[src/rtl/hex_digit_sequencer.sv]
`default_nettype none
// ============================================================================
// Module   : hex_digit_sequencer
// Purpose  : Feeds a seven-segment encoder one hex digit at a time. A word
//            of NIBBLES digits is taken through a ready/start handshake and
//            shown most-significant digit first. Each digit is held for
//            DWELL_CYCLES clocks, then blanked for BLANK_CYCLES clocks so
//            that repeated digits stay distinguishable.
// Ports    : clk_i    - clock, rising edge
//            rst_ni   - asynchronous active-low reset
//            word_i   - word to display, sampled on an accepted start
//            start_i  - start request, taken only while ready_o is high
//            ready_o  - high while idle (a word can be accepted)
//            value_o  - {dot, nibble}; dot marks the first digit of a word
//            valid_o  - high while a digit is being shown
//            done_o   - one-cycle pulse on the first idle cycle after a word
// Revision : 1.0 - initial release
// ============================================================================
module hex_digit_sequencer #(
    parameter int NIBBLES      = 4,
    parameter int DWELL_CYCLES = 1000,
    parameter int BLANK_CYCLES = 250
) (
    input  logic                   clk_i,
    input  logic                   rst_ni,
    input  logic [4*NIBBLES-1:0]   word_i,
    input  logic                   start_i,
    output logic                   ready_o,
    output logic [4:0]             value_o,
    output logic                   valid_o,
    output logic                   done_o
);

    // Counter must reach the larger of the two terminal counts.
    localparam int MAX_CNT = (DWELL_CYCLES > BLANK_CYCLES) ? DWELL_CYCLES : BLANK_CYCLES;
    localparam int CW      = $clog2(MAX_CNT + 1);
    localparam int IW      = (NIBBLES > 1) ? $clog2(NIBBLES) : 1;

    localparam logic [CW-1:0] DWELL_LAST = CW'(DWELL_CYCLES - 1);
    localparam logic [CW-1:0] BLANK_LAST = CW'((BLANK_CYCLES > 0) ? (BLANK_CYCLES - 1) : 0);
    localparam logic [IW-1:0] LAST_IDX   = IW'(NIBBLES - 1);

    typedef enum logic [1:0] {
        IDLE  = 2'd0,
        SHOW  = 2'd1,
        BLANK = 2'd2
    } state_t;

    state_t                 state_q, state_d;
    logic [CW-1:0]          cnt_q,   cnt_d;
    logic [IW-1:0]          idx_q,   idx_d;
    logic [4*NIBBLES-1:0]   word_q,  word_d;
    logic                   ready_q, ready_d;
    logic                   valid_q, valid_d;
    logic [4:0]             value_q, value_d;
    logic                   done_q,  done_d;
    logic [3:0]             nib;

    // ------------------------------------------------------------------
    // Next-state logic. Outputs are derived from the *next* state so they
    // can be registered without adding a cycle of display latency.
    // ------------------------------------------------------------------
    always_comb begin
        state_d = state_q;
        cnt_d   = cnt_q;
        idx_d   = idx_q;
        word_d  = word_q;
        done_d  = 1'b0;
        nib     = 4'h0;

        unique case (state_q)
            IDLE: begin
                if (start_i) begin
                    word_d  = word_i;
                    idx_d   = LAST_IDX;
                    cnt_d   = '0;
                    state_d = SHOW;
                end
            end

            SHOW: begin
                if (cnt_q == DWELL_LAST) begin
                    cnt_d = '0;
                    if (BLANK_CYCLES > 0) begin
                        state_d = BLANK;
                    end else if (idx_q != '0) begin
                        idx_d = idx_q - IW'(1);
                    end else begin
                        state_d = IDLE;
                        done_d  = 1'b1;
                    end
                end else begin
                    cnt_d = cnt_q + CW'(1);
                end
            end

            BLANK: begin
                if (cnt_q == BLANK_LAST) begin
                    cnt_d = '0;
                    if (idx_q != '0) begin
                        idx_d   = idx_q - IW'(1);
                        state_d = SHOW;
                    end else begin
                        state_d = IDLE;
                        done_d  = 1'b1;
                    end
                end else begin
                    cnt_d = cnt_q + CW'(1);
                end
            end

            default: begin
                state_d = IDLE;
                cnt_d   = '0;
                idx_d   = '0;
            end
        endcase

        // Select the nibble that will be on display after this edge.
        for (int k = 0; k < NIBBLES; k++) begin
            if (int'(idx_d) == k) begin
                nib = word_d[4*k +: 4];
            end
        end

        ready_d = (state_d == IDLE);
        valid_d = (state_d == SHOW);
        // value is only refreshed while showing; it holds through blank/idle.
        value_d = (state_d == SHOW) ? {(idx_d == LAST_IDX), nib} : value_q;
    end

    always_ff @(posedge clk_i or negedge rst_ni) begin
        if (!rst_ni) begin
            state_q <= IDLE;
            cnt_q   <= '0;
            idx_q   <= '0;
            word_q  <= '0;
            ready_q <= 1'b1;
            valid_q <= 1'b0;
            value_q <= 5'h00;
            done_q  <= 1'b0;
        end else begin
            state_q <= state_d;
            cnt_q   <= cnt_d;
            idx_q   <= idx_d;
            word_q  <= word_d;
            ready_q <= ready_d;
            valid_q <= valid_d;
            value_q <= value_d;
            done_q  <= done_d;
        end
    end

    assign ready_o = ready_q;
    assign valid_o = valid_q;
    assign value_o = value_q;
    assign done_o  = done_q;

endmodule
`default_nettype wire
[config.mk]
export PLATFORM = sky130hd
export DESIGN_NAME = hex_digit_sequencer
export DESIGN_NICKNAME = d
export VERILOG_FILES = /design/src/rtl/hex_digit_sequencer.sv
export SDC_FILE = /design/constraint.sdc
export NUM_CORES = 1
export LEC_CHECK = 0
export ABC_AREA = 1
export CAP_MARGIN = 15
export CORE_MARGIN = 2
export CORE_UTILIZATION = 54
export DETAILED_ROUTE_END_ITERATION = 8
export PLACE_DENSITY = 0.87
export SLEW_MARGIN = 20
export SYNTH_ARGS = -nofsm -noshare
export SYNTH_HDL_FRONTEND = slang
export SYNTH_SLANG_ARGS = --single-unit
[constraint.sdc]
create_clock -name clk_i -period 2.4 [get_ports clk_i]
set_input_delay 0.48 -clock clk_i [delete_from_list [all_inputs] [get_ports clk_i]]
set_output_delay 0.48 -clock clk_i [all_outputs]
set_load 0.02 [all_outputs]
-- After elaboration in Yosys (flattened, before gate mapping)
Index checks and enable logic that the tools add are counted.
- equal/unequal tests: 10
- reduce and logical (&&, ||, !) cells: 4
- multiplexer cells: 22
- $add $sub $neg: 2
- operators with widths (operator ; number):
    two-way mux 16 bit ; 2
    two-way mux 10 bit ; 3
    case mux 10 bit (3 select lines) ; 1
    two-way mux 4 bit ; 4
    two-way mux 2 bit ; 6
    case mux 2 bit (3 select lines) ; 2
    adder 10 x 1 -> 10 bit (second input constant) ; 1
    equality test 10 bit (second input constant) ; 1
    equality test 10 x 8 -> 1 bit (second input constant) ; 1
    equality test 2 bit (second input constant) ; 4
    equality test 2 x 1 -> 1 bit (second input constant) ; 3
    logical NOT 2 bit ; 3
    two-way mux 1 bit ; 4
    != test 2 bit (second input constant) ; 1
    nonzero test 2 bit ; 1
    subtractor 2 x 1 -> 2 bit (second input constant) ; 1
- bits in registers: 38
- output and inout port bits: 8
- logic and storage cells: 46

-- Depth between registers and ports, before layout
- depth in word-level cells: 9
- depth in mapped cells: 14
- depth with buffers taken out: 14

-- Worst setup path before layout
No wires, ideal clock.
- path type: register to register
- from: register state_q[0]
- to: register value_q[0], in the netlist value_o[0]
- required time: 2.285 ns
- cell stages (with the launch flop): 13
- setup slack: 0.694 ns
- buffers on the path: 0
- arrival time: 1.591 ns
- cell sequence: dfrtp_1 > inv_1 > ha_1 > nand2_2 > inv_2 > o22ai_1 > nand2_4 > inv_4 > nor2_8 > nand2_1 > nand2_1 > nor2_1 > nor2_1
- word-level cells in the longest chain between the ends: 7
- elaborated cells on any way between the ends: 18
- classes of those cells: eq/ne: 6; mux: 10; reduce/logical: 2
- RTL lines (what ; line ; text):
    start, declared ; 49 ; state_t state_q, state_d;
    start signal, assigned ; 143 ; state_q <= state_d;
    equality test 2 bit, or another cell as far along ; 71 ; unique case (state_q)
    case mux 2 bit (3 select lines) ; 71 ;
    logical NOT 2 bit ; 121 ; if (int'(idx_d) == k) begin
    two-way mux 4 bit (4 in a row) ; 121 ;
    end signal, assigned ; 149 ; value_q <= value_d;
    end, declared ; 55 ; logic [4:0] value_q, value_d;
Several ways; a longest one is shown, not always the timed one.
A chain may end at the register's enable or synchronous reset.

-- Worst setup path in the final report
- from: register state_q[0]
- to: register value_q[3], in the netlist value_o[3]
- elaborated cells on any way between the ends: 18
- classes of those cells: eq/ne: 6; mux: 10; reduce/logical: 2
- RTL lines (what ; line ; text):
    equality test 2 bit, or another cell as far along ; 71 ;
    case mux 2 bit (3 select lines) * ; 71 ;
    via state_d[1] ; 49 ;
    equality test 2 x 1 -> 1 bit * ; - ;
    via valid_d ; 54 ; logic valid_q, valid_d;
The timed path passes the listed nets; every way through them passes the cells marked *.

==> impl_metrics.toml <==
[run_status]
status = "finished, final reports clean"

[global_route]
antenna_found_initial = 0
grt-ovfl-total = 0
grt_util_all_layers = 0.2361
grt_max_degree = 39
grt_pass1_wl_mm = 7.596
grt_pass1_vias = 1692

[sta]
rsz0062_at_grt = "no"
hold_violations = 0
finalSetupViolCount = 0
worst_slew_pin_slew_ns = 0.8246
relSlewSlack = 0.4502
fin_tns_setup_ns = 0
report.final.slew_viol_count = 0
layout_min_cycle_time_ns = 2.079
holdWs_ns = 0.2704
finalCritPeriodShare = 0.8662
fin_skew_ns = 0.01058
setup_slack_ns = 0.3210
fmax_mhz = 481.0

[floorplan]
core_sq_um = 3633
die_x_microns = 65.16
chipHeight_microns = 65.16
rows = 22
initial_utilization = 0.5558
die_area_sq_um = 4245
io_pins = 27

[final_layout]
areaGrowthSynthToFinish_pct = 20.20
layout-drive-gt1-share = 0.1139
antenna_cells = 0
final_util = 0.6680
fill_cells = 321
fin_nets = 305

[setup_path]
endpoint_kind = "flop"
critPathSlowestCell = "dfrtp_1"
crit_type = "flop to flop"
crit_arrival_ns = 2.31
crit_path_start_kind = "flop"
crit_fanout = 11
required_ns = 2.63
crit_chain = "inv_1, ha_1, inv_1, nor2_1, inv_1, nand3_1, nand3_2, inv_2, nor2_8, nand2_1, nor2_1, nor2_1"
cpPeakStageDelay_ns = 0.43

[clock_network]
cts_buffers = 5
htree_levels = 2
path_clk_slew_ns = 0.08
cts.sinks = 38
root_buffer = "clkbuf_8"
post_cts_buffers = 0
tritoncts = "yes"
hold_buffers = 0
clk_latency_ns = 0.30
clock_path_buffers = 2
cts_resized = 0

[power_and_ir_drop]
leakagePower_nw = 1.205
total_power_mw = 2.795
ir_drop_v = 0.0005350
p_per_area_nw_per_um2 = 1152

[place]
gp_congestion = 0.8807
dp_slack_ns = 0.2483
port_buffers = 26
dp_hpwl_mm = 3.154

[drt]
totalWireLength_mm = 4.199
wl_per_cell_microns = 12.76
postRouteAntennaNets = 0
drt_iter0_markers = 129
vias = 1692
firstDrtPassIters = 4
viasPerCell = 5.143
drc = 0

[logic_synthesis]
synth_adder_area_share = 0.03717
synth_compound_area_frac = 0.04399
synthMuxAreaShare = 0.004957
synth_cell_types = 31
yosys.area_share.xor_xnor = 0.01735
syn_inst = 247
synth_area_per_cell_sq_um = 8.176
yosysWarningCount = 0
syn-num-nets = 272
ys_seq_area_frac = 0.4715
synth_simple_gate_area_frac = 0.3600
ys_ff_latch = 38
syn_area_sq_um = 2019
synth_top_family_by_area = "simple AND/OR/NAND/NOR gates"

[run]
cap_violations = 0

[hold_path]
hold_class = "primary input to asynchronous set/reset pin"
cells in the mapped netlist (all sizes together):
library cell,instances,area [sq um]
o22ai,2,12.51
a221oi,2,17.52
nor2,25,133.9
dfrtp,37,925.9
and3,2,12.51
nand4,4,25.02
xnor2,1,8.760
clkbuf,2,7.510
clkinv,1,3.750
dfstp,1,26.28
xor2,3,26.28
inv,30,115.1
a21oi,7,38.79
nand3b,2,15.01
nand2,82,340.3
o21ai,4,20.02
buf,1,5.000
nor3,4,25.02
ha,6,75.07
mux2i,1,10.01
nand3,30,175.2
worst max-delay path, delay by kind of cell, from the launching register on:
kind | cells | cell delay, ns
buffers and inverters | 4 | 0.55
adder cells (fa/ha/maj) | 1 | 0.29
flip-flops | 1 | 0.43
AND/OR/NAND/NOR | 7 | 0.75
worst paths after layout:
check,startpoint,endpoint,slack [ns],depth (start not counted)
min in group clk_i,word_q[13],word_q[13],0.48,2
worst max-delay path,state_q[0],value_o[3],0.32,12
max in group asynchronous,rst_ni,word_q[15],1.59,1
worst min-delay path,rst_ni,done_o,0.27,1
worst max register to register,state_q[0],value_o[3],0.32,12
worst min register to register,word_q[13],word_q[13],0.48,2
cell type report:
type	count	area, sq um	share of cell area
clock buffers	6	72.57	0.02990
clock inverters	2	10.01	0.004124
inverters	31	118.9	0.04897
multi-input cells	175	935.9	0.3856
flip-flops and latches	38	952.2	0.3923
well taps	48	60.06	0.02474
repair buffers	29	277.8	0.1144
logic make-up (layout without fill, tap and decap cells):
group / count (synthesis) / count (layout)
AOI/OAI and AO/OA: 15 / 15
xor gates and xnor gates: 4 / 4
adders and majority gates: 6 / 6
buffers and inverters: 34 / 68
DFF: 38 / 38
muxes: 1 / 1
and+or+nand+nor: 149 / 149
layer usage:
metal,track usage,vias to the layer above,part of all wire
met1,0.2902,786,0.43
met4,0.1094,0,0.021
met3,0.05822,8,0.044
met5,0,-,0
met2,0.3930,43,0.51
li1,-,855,-
flip-flops by register name (all words and copies together) (netlist names):
register  count
state_q       2
cnt_q        10
done_o        1
value_o       5
ready_o       1
idx_q         2
valid_o       1
word_q       16
layout by cell type, fill, tap and decap left out, drive strengths merged:
cell / netlist / layout
o21ai: 4 / 4
buf: 1 / 4
ha: 6 / 6
o22ai: 2 / 2
nand4: 4 / 4
and3: 2 / 2
a221oi: 2 / 2
nand3: 30 / 30
nand3b: 2 / 2
a21oi: 7 / 7
nor3: 4 / 4
clkdlybuf4s50: 0 / 25
dfrtp: 37 / 37
nand2: 82 / 82
xor2: 3 / 3
inv: 30 / 30
dfstp: 1 / 1
clkbuf: 2 / 6
nor2: 25 / 25
clkinv: 1 / 3
xnor2: 1 / 1
mux2i: 1 / 1
metrics by stage:
step / cell area (sq um) / std cells
after global routing: 2427 / 329
after CTS: 2427 / 329
after floorplan: 2019 / 247
final: 2427 / 329
after detailed placement: 2345 / 321
after global placement: 2345 / 321
power breakdown:
group | switching, mW | internal, mW | total, mW
Clock | 0.219 | 0.201 | 0.420
Sequential | 0.116 | 0.882 | 0.998
Combinational | 0.869 | 0.508 | 1.38
Total | 1.20 | 1.59 | 2.80
Power figures use the tool's default switching activity.
